[src/rtl/wfg_capture_spi.sv]
// wfg_capture_spi: SPI slave receiver that deserializes 8/16/24/32-bit words
// from asynchronous SPI pins into a single-entry AXI-stream output register.
// Optional build macro WFG_CAPTURE_SPI_OVF_CNT_EN adds sts_ovf_cnt_o, a
// saturating 8-bit count of words dropped because the output was stalled.
//
// state    | meaning
// ---------+-------------------------------------------------------------
// ST_IDLE  | waiting for select to assert while enabled; config is live
// ST_RECV  | shifting bits on logical-sclk rising edges, config latched
// ST_FLUSH | one cycle: completed word is loaded into the output register
module wfg_capture_spi #(
  parameter int unsigned AXIS_DATA_WIDTH = 32
) (
  input  logic                       clk,
  input  logic                       rst_n,
  input  logic                       wfg_axis_tready_i,
  output logic                       wfg_axis_tvalid_o,
  output logic [AXIS_DATA_WIDTH-1:0] wfg_axis_tdata_o,
  input  logic                       ctrl_en_q_i,
  input  logic                       cfg_cpol_q_i,
  input  logic                       cfg_lsbfirst_q_i,
  input  logic [1:0]                 cfg_dff_q_i,
  input  logic                       cfg_sspol_q_i,
  input  logic                       wfg_capture_spi_sclk_i,
  input  logic                       wfg_capture_spi_cs_ni,
  input  logic                       wfg_capture_spi_sdi_i,
  output logic                       sts_ovf_o,
`ifdef WFG_CAPTURE_SPI_OVF_CNT_EN
  output logic [7:0]                 sts_ovf_cnt_o,
`endif
  output logic                       sts_frame_err_o
);

  typedef enum logic [1:0] {
    ST_IDLE  = 2'd0,
    ST_RECV  = 2'd1,
    ST_FLUSH = 2'd2
  } state_t;

  state_t state_q, state_d;

  // synchronizer bit order: {sclk, cs_n, sdi}
  logic [2:0] sync1_q, sync2_q;
  logic [1:0] prev_q;
  logic       arm_q, arm_d;

  logic       cpol_q, cpol_d;
  logic       lsb_q, lsb_d;
  logic       sspol_q, sspol_d;
  logic [1:0] dff_q, dff_d;
  logic [4:0] cnt_q, cnt_d;

  logic [AXIS_DATA_WIDTH-1:0] sr_q, sr_d;
  logic [AXIS_DATA_WIDTH-1:0] tdata_q, tdata_d;
  logic [AXIS_DATA_WIDTH-1:0] mask;
  logic                       tvalid_q, tvalid_d;
  logic                       ovf_q, ovf_d;
  logic                       err_q, err_d;

  logic [4:0] preload;
  logic       pol_ss, pol_ck;
  logic       sel_now, sel_prev, sel_rise, sclk_rise, sdi_s;
  logic       load, ovf_clr, drop;

  // Edge and level detection on synchronized pins; polarity is live in idle, latched otherwise
  always_comb begin
    pol_ss    = (state_q == ST_IDLE) ? cfg_sspol_q_i : sspol_q;
    pol_ck    = (state_q == ST_IDLE) ? cfg_cpol_q_i : cpol_q;
    sel_now   = sync2_q[1] ^ ~pol_ss;
    sel_prev  = prev_q[0] ^ ~pol_ss;
    sel_rise  = sel_now & ~sel_prev & arm_q;
    sclk_rise = (sync2_q[2] ^ pol_ck) & ~(prev_q[1] ^ pol_ck);
    sdi_s     = sync2_q[0];
    preload   = {dff_q, 3'b111};
    case (dff_q)
      2'd0:    mask = AXIS_DATA_WIDTH'(32'h0000_00FF);
      2'd1:    mask = AXIS_DATA_WIDTH'(32'h0000_FFFF);
      2'd2:    mask = AXIS_DATA_WIDTH'(32'h00FF_FFFF);
      default: mask = AXIS_DATA_WIDTH'(32'hFFFF_FFFF);
    endcase
  end

  // Receive FSM: next state, shift register, bit counter and config latch
  always_comb begin
    state_d = state_q;
    cnt_d   = cnt_q;
    sr_d    = sr_q;
    cpol_d  = cpol_q;
    lsb_d   = lsb_q;
    sspol_d = sspol_q;
    dff_d   = dff_q;
    err_d   = 1'b0;
    load    = 1'b0;
    ovf_clr = 1'b0;
    // a select already active out of reset must go inactive before it can start a frame
    arm_d   = arm_q | ~sel_now;
    case (state_q)
      ST_IDLE: begin
        if (ctrl_en_q_i && sel_rise) begin
          state_d = ST_RECV;
          cpol_d  = cfg_cpol_q_i;
          lsb_d   = cfg_lsbfirst_q_i;
          sspol_d = cfg_sspol_q_i;
          dff_d   = cfg_dff_q_i;
          cnt_d   = {cfg_dff_q_i, 3'b111};
          sr_d    = '0;
          ovf_clr = 1'b1;
        end
      end
      ST_RECV: begin
        if (!ctrl_en_q_i) begin
          state_d = ST_IDLE;
        end else if (!sel_now) begin
          state_d = ST_IDLE;
          err_d   = (cnt_q != preload);
        end else if (sclk_rise) begin
          if (lsb_q) begin
            sr_d = (sr_q >> 1) | (AXIS_DATA_WIDTH'(sdi_s) << preload);
          end else begin
            sr_d = ((sr_q << 1) | AXIS_DATA_WIDTH'(sdi_s)) & mask;
          end
          if (cnt_q == 5'd0) begin
            state_d = ST_FLUSH;
          end else begin
            cnt_d = cnt_q - 5'd1;
          end
        end
      end
      ST_FLUSH: begin
        load = 1'b1;
        sr_d = '0;
        if (!ctrl_en_q_i) begin
          state_d = ST_IDLE;
        end else begin
          state_d = ST_RECV;
          cnt_d   = preload;
        end
      end
      default: state_d = ST_IDLE;
    endcase
  end

  // Output register: accept a completed word unless the previous one is stalled
  always_comb begin
    tvalid_d = tvalid_q;
    tdata_d  = tdata_q;
    ovf_d    = ovf_q;
    drop     = 1'b0;
    if (tvalid_q && wfg_axis_tready_i) tvalid_d = 1'b0;
    if (load) begin
      if (tvalid_q && !wfg_axis_tready_i) begin
        drop  = 1'b1;
        ovf_d = 1'b1;
      end else begin
        tdata_d  = sr_q;
        tvalid_d = 1'b1;
      end
    end
    if (ovf_clr) ovf_d = 1'b0;
  end

  // State and datapath registers with synchronous active-low reset
  always_ff @(posedge clk) begin
    if (!rst_n) begin
      state_q  <= ST_IDLE;
      sync1_q  <= 3'b010;
      sync2_q  <= 3'b010;
      prev_q   <= 2'b01;
      arm_q    <= 1'b0;
      cpol_q   <= 1'b0;
      lsb_q    <= 1'b0;
      sspol_q  <= 1'b0;
      dff_q    <= 2'd0;
      cnt_q    <= 5'd0;
      sr_q     <= '0;
      tdata_q  <= '0;
      tvalid_q <= 1'b0;
      ovf_q    <= 1'b0;
      err_q    <= 1'b0;
    end else begin
      state_q  <= state_d;
      sync1_q  <= {wfg_capture_spi_sclk_i, wfg_capture_spi_cs_ni, wfg_capture_spi_sdi_i};
      sync2_q  <= sync1_q;
      prev_q   <= sync2_q[2:1];
      arm_q    <= arm_d;
      cpol_q   <= cpol_d;
      lsb_q    <= lsb_d;
      sspol_q  <= sspol_d;
      dff_q    <= dff_d;
      cnt_q    <= cnt_d;
      sr_q     <= sr_d;
      tdata_q  <= tdata_d;
      tvalid_q <= tvalid_d;
      ovf_q    <= ovf_d;
      err_q    <= err_d;
    end
  end

`ifdef WFG_CAPTURE_SPI_OVF_CNT_EN
  logic [7:0] ovf_cnt_q, ovf_cnt_d;

  // Saturating count of dropped words, cleared with the sticky flag
  always_comb begin
    ovf_cnt_d = ovf_cnt_q;
    if (drop && (ovf_cnt_q != 8'hFF)) ovf_cnt_d = ovf_cnt_q + 8'd1;
    if (ovf_clr) ovf_cnt_d = 8'd0;
  end

  // Dropped-word counter register
  always_ff @(posedge clk) begin
    if (!rst_n) ovf_cnt_q <= 8'd0;
    else        ovf_cnt_q <= ovf_cnt_d;
  end

  assign sts_ovf_cnt_o = ovf_cnt_q;
`else
  logic unused_drop;
  assign unused_drop = drop;
`endif

  assign wfg_axis_tvalid_o = tvalid_q;
  assign wfg_axis_tdata_o  = tdata_q;
  assign sts_ovf_o         = ovf_q;
  assign sts_frame_err_o   = err_q;

endmodule

[config.mk]
export PLATFORM = sky130hd
export DESIGN_NAME = wfg_capture_spi
export DESIGN_NICKNAME = d
export VERILOG_FILES = /design/src/rtl/wfg_capture_spi.sv
export SDC_FILE = /design/constraint.sdc
export NUM_CORES = 1
export LEC_CHECK = 0
export ABC_AREA = 1
export CAP_MARGIN = 10
export CORE_MARGIN = 10
export CORE_UTILIZATION = 25
export CTS_BUF_LIST = sky130_fd_sc_hd__clkbuf_4 sky130_fd_sc_hd__clkbuf_8 sky130_fd_sc_hd__clkbuf_16
export DETAILED_ROUTE_END_ITERATION = 10
export PLACE_DENSITY_LB_ADDON = 0.3
export SLEW_MARGIN = 5
export SYNTH_ARGS = -nofsm -noshare
export SYNTH_HDL_FRONTEND = slang
export SYNTH_SLANG_ARGS = --single-unit
[constraint.sdc]
create_clock -name clk -period 2.42 [get_ports clk]
set_input_delay 0.484 -clock clk [delete_from_list [all_inputs] [get_ports clk]]
set_output_delay 0.484 -clock clk [all_outputs]
set_load 0.1 [all_outputs]
---- Word level (Yosys, flattened, before mapping) ----
Index checks and enable logic that the tools add are counted.
storage, ports and cells
  register bits ........................... 88
  input port bits ......................... 12
  output and inout bits ................... 35
  logic and storage cells ................. 94
cells by class
  $add $sub $neg .......................... 1
  equality and inequality tests ........... 13
  shifts and indexed selects .............. 1
  mux-type cells .......................... 29
  bitwise operators ....................... 19
  reduce and logical (&&, ||, !) cells .... 16
operators by type and width
  kind                                               number
  one-hot mux 32 bit (3 select lines)                2
  2-to-1 mux 32 bit                                  5
  bitwise AND 32 bit                                 1
  bitwise OR 31 x 32 -> 32 bit                       1
  bitwise OR 32 x 1 -> 32 bit                        1
  left shift 1 x 5 -> 32 bit                         1
  2-to-1 mux 5 bit                                   6
  one-hot mux 5 bit (3 select lines)                 1
  2-to-1 mux 2 bit                                   5
  != test 2 bit (second input constant)              5
  2-to-1 mux 1 bit                                   9
  != test 4 bit (second input constant)              2
  inverter 1 bit                                     8
  AND reduction 7 bit                                1
  one-hot mux 2 bit (3 select lines)                 1
  AND reduction 2 bit                                3
  zero test 5 bit                                    1
  != test 5 bit                                      1
  AND reduction 5 bit                                1
  subtractor 5 x 1 -> 5 bit (second input constant)  1
  == test 2 x 1 -> 1 bit (second input constant)     2
  == test 2 bit (second input constant)              2
  zero test 2 bit                                    2
  OR reduction 4 bit                                 1
  9 further kinds                                    16

---- Depth between registers and ports, before layout ----
  word-level depth ........................ 11
  gate-level depth with buffers ........... 14
  depth with buffers taken out ............ 13

---- Worst setup path after synthesis ----
Ideal clock, no wire load.
  path type ............................... register -> register
  start point ............................. register tvalid_q (netlist: wfg_axis_tvalid_o)
  end point ............................... register tdata_q[15] (netlist: wfg_axis_tdata_o[15])
  library setup time ...................... 0.128 ns
  data arrival time ....................... 1.757 ns
  data required time ...................... 2.292 ns
  slack ................................... 0.535 ns
  cell stages (with the launch flop) ...... 7
  path buffers ............................ 1
  period minus slack after synthesis ...... 1.885 ns
  cells stage by stage .................... dfxtp_1 -> nand2_1 -> nand2_1 -> clkinv_1 -> clkbuf_1 -> o21ai_0 -> a21oi_1
between the ends
  word-level cells in the longest chain between the ends .. 3
ends and longest elaborated chain
  element                        line  text
  from (decl)                    56    logic tvalid_q, tvalid_d;
  from (signal assigned)         193   tvalid_q <= tvalid_d;
  logical AND 1 bit              151   if (tvalid_q && !wfg_axis_tready_i) begin
  inverter 1 bit (no line)       -
  AND reduction 2 bit (no line)  -
  to (signal assigned)           192   tdata_q <= tdata_d;
  to (decl)                      54    logic [AXIS_DATA_WIDTH-1:0] tdata_q, tdata_d;
No other way between the ends.
A chain may end at the register's enable or synchronous reset.

---- Worst setup path after layout ----
  start point ............................. register state_q[1]
  end point ............................... register sr_q[5]
between the ends
  word-level cells in the longest chain between the ends .. 10
  elaborated cells between the ends (all ways) .. 23
  classes of those cells .................. eq/ne (6); mux (3); bitwise (10); reduce/logical (4)
ends and longest elaborated chain
  element                           line        text
  from (decl)                       40          state_t state_q, state_d;
  from (signal assigned)            181         state_q <= state_d;
  zero test 2 bit                   67, 68, 97
  2-to-1 mux 1 bit                  67          pol_ss = (state_q == ST_IDLE) ? cfg_sspol_q_i : sspol_q;
  inverter 1 bit                    69, 70
  bitwise XOR 1 bit                 70          sel_prev = prev_q[0] ^ ~pol_ss;
  inverter 1 bit                    71          sel_rise = sel_now & ~sel_prev & arm_q;
  bitwise AND 1 bit (2 in a row)    71
  logical AND 1 bit                 99          if (ctrl_en_q_i && sel_rise) begin
  != test 2 x 1 -> 1 bit (no line)  -
  AND reduction 5 bit (no line)     -
  to (signal assigned)              191         sr_q <= sr_d;
  to (decl)                         53          logic [AXIS_DATA_WIDTH-1:0] sr_q, sr_d;
Parallel ways exist; a longest one is shown, timed or not.

==> flow_summary.ini <==
[pwr]
power.switching_mw = 3.34
p_clk_frac = 0.218
pwr-share-seq = 0.289
p_leak_nw = 2.38
power.internal_mw = 3.52
p_comb_frac = 0.494
p_per_area_mw_per_mm2 = 1380
irDropWorstVdd_uv = 556
switching_share = 0.487

[detailed_routing]
firstDrtPassIters = 4
via_per_inst = 4.30
vias = 3659
wl_um = 10300
antenna_left = 0
drt_iter0_drc = 287
drc = 0
wire_per_inst_um = 12.1

[yosys]
yosysWarningCount = 0
avgSynthCellArea_um2 = 6.84
synth_area_mm2 = 0.00406
ys_seq_area_frac = 0.434
synth_cells = 594
synth_top_cell_area_share = 0.434
synth.distinct_cells = 27
ys_top_cells_by_area = dfxtp_1 (43%), nand2_1 (12%), a21oi_1 (9.2%), o21ai_0 (8.7%), nor2_1 (8.0%)
synth_nets = 613
ys_ff_latch = 88
synth_top_area_cell = dfxtp_1

[clocking]
hold_buffers = 0
post_cts_resized = 0
htree_levels = 3
cts_setup_buffers = 0
root_buffer = clkbuf_16
cts.sinks = 88
worstSkewPairLatency_ns = 0.35
cts_made_buffers = 9
cts_buffer_depth = 2
cts_tree = built
clk_pin_slew_ns = 0.06

[setup_path]
r2r-start = state_q[1]
crit_arrival_ns = 2.28
cp-start-kind = register
critical_path_required_ns = 2.66
critical_path_class = reg2reg
cp-end-kind = register
crit_fanout = 62
rr_endpoint = sr_q[5]
reg2reg_depth = 14
r2r_slack_ns = 0.38

[sta]
fmax_mhz = 491
fin_crit_ns = 2.04
hold_violations = 0
max-slew-margin-rel = 0.573
hold_slack_ns = 0.408
setup_violations = 0
rsz0062_at_grt = no
tightestPinTransition_ns = 0.641
period_share = 0.842
final_max_slew_viol_count = 0
finClkSkew_ns = 0.00749
setup_tns_ns = 0

[floorplan]
die_h_um = 147
die-area_mm2 = 0.0217
core_mm2 = 0.0159
num_rows = 46
start_util = 0.256
io_pins = 47
dieWidth_um = 147

[placement]
hpwl_um = 6980
port_buffers = 46
place_congestion = 0.793

[layout]
final_common_cell = nand2_1
mostFrequentLayoutCells = nand2_1 (126), dfxtp_1 (88), nor2_1 (87)
fin_nets = 649
antenna_cells = 0
drive_gt1_frac = 0.117
syn_to_final_growth_pct = 22.2
fillCellCount = 1749

[worst_hold_path]
hold_start = sync1_q[2]
hold_path.class = reg2reg
hold_depth = 2
holdPathEnd = sync2_q[2]

[grt]
grtUsageTotal = 0.0960
grt_pass1_wl_um = 17000
grt_max_degree = 66
grt-ovfl-total = 0
antenna_found_initial = 0
grt_pass1_vias = 3312

[job]
maxCapViolCount = 0

[run_status]
status = finished clean
worst max path at each step:
| stage | startpoint | to |
|---|---|---|
| detailed placement | cfg_sspol_q_i | sr_q[19] |
| global placement | cfg_sspol_q_i | sr_q[26] |
| global route | state_q[1] | sr_q[6] |
| floorplan | wfg_axis_tvalid_o | wfg_axis_tdata_o[15] |
| finish | state_q[1] | sr_q[5] |
| CTS | state_q[1] | sr_q[21] |
metal layers:
metal	vias up	GRT usage	part of all wire
met5	-	0	0
met4	0	0.0540	0.025
met3	15	0.0281	0.051
met2	68	0.131	0.40
met1	1609	0.131	0.52
li1	1967	-	-
critical path, stage by stage (launching register included):
cell and delay (ns):
dfxtp_1 0.33, inv_1 0.11, ha_1 0.34, inv_2 0.11, nand2_1 0.09, nand2_1 0.05, nand2_1 0.05, nand2_1 0.09
nand2_1 0.07, nand2_1 0.11, nand3_4 0.12, buf_12 0.25, nand2_1 0.08, nand2_1 0.07, nor2_1 0.05
area by class of cell:
type | count | area, um^2 | area share
multi-input cells | 403 | 1880 | 0.380
flip-flops and latches | 88 | 1760 | 0.355
repair buffers | 59 | 478 | 0.0963
well taps | 216 | 270 | 0.0544
inverters | 69 | 259 | 0.0522
clock buffers | 11 | 240 | 0.0484
clock inverters | 4 | 70.1 | 0.0141
kinds of logic after synthesis:
kind of cell / Yosys count / synth area share
compound gates: 157 / 0.203
fa+ha+maj: 7 / 0.0216
flops: 88 / 0.434
buf+inv: 103 / 0.102
simple gates: 239 / 0.239
per-stage QoR:
step	cells	instance area (um^2)	worst slack, ns	power, mW	util
2_1_floorplan	594	4060	0.535	4.73	-
3_3_place_gp	835	4650	0.242	5.42	0.293
3_5_place_dp	835	4650	0.259	5.41	0.293
4_1_cts	850	4960	0.376	6.92	0.312
5_1_grt	850	4960	0.111	7.32	0.312
6_report	850	4960	0.383	6.85	0.312
sequential cells by signal, summed over array words and instances (netlist names):
register           flops
arm_q                  1
sts_frame_err_o        1
state_q                2
sync2_q                3
cnt_q                  5
wfg_axis_tdata_o      32
prev_q                 2
dff_q                  2
sts_ovf_o              1
sr_q                  32
cpol_q                 1
wfg_axis_tvalid_o      1
sspol_q                1
lsb_q                  1
sync1_q                3
synthesized netlist by cell type (all sizes together):
cell      n
nand3    17
nand4     3
a21oi    75
nor3      1
clkbuf   23
o21a      1
or2       2
clkinv    1
a211oi    2
o211a     5
nor4      2
a31oi     1
buf      11
nand2   127
o22ai     1
o21ai    71
inv      68
nor2     87
ha        7
a311oi    1
dfxtp    88
power by group through the flow:
| stage | Combinational, mW | Sequential [mW] | Clock, mW |
|---|---|---|---|
| 3_5_place_dp | 3.40 | 2.01 | 0 |
| 3_3_place_gp | 3.41 | 2.01 | 0 |
| 6_report | 3.38 | 1.98 | 1.49 |
| 4_1_cts | 3.42 | 1.98 | 1.52 |
| 5_1_grt | 3.71 | 2.03 | 1.58 |
| 2_1_floorplan | 1.37 | 3.36 | 0 |
Power figures use the tool's default switching activity.
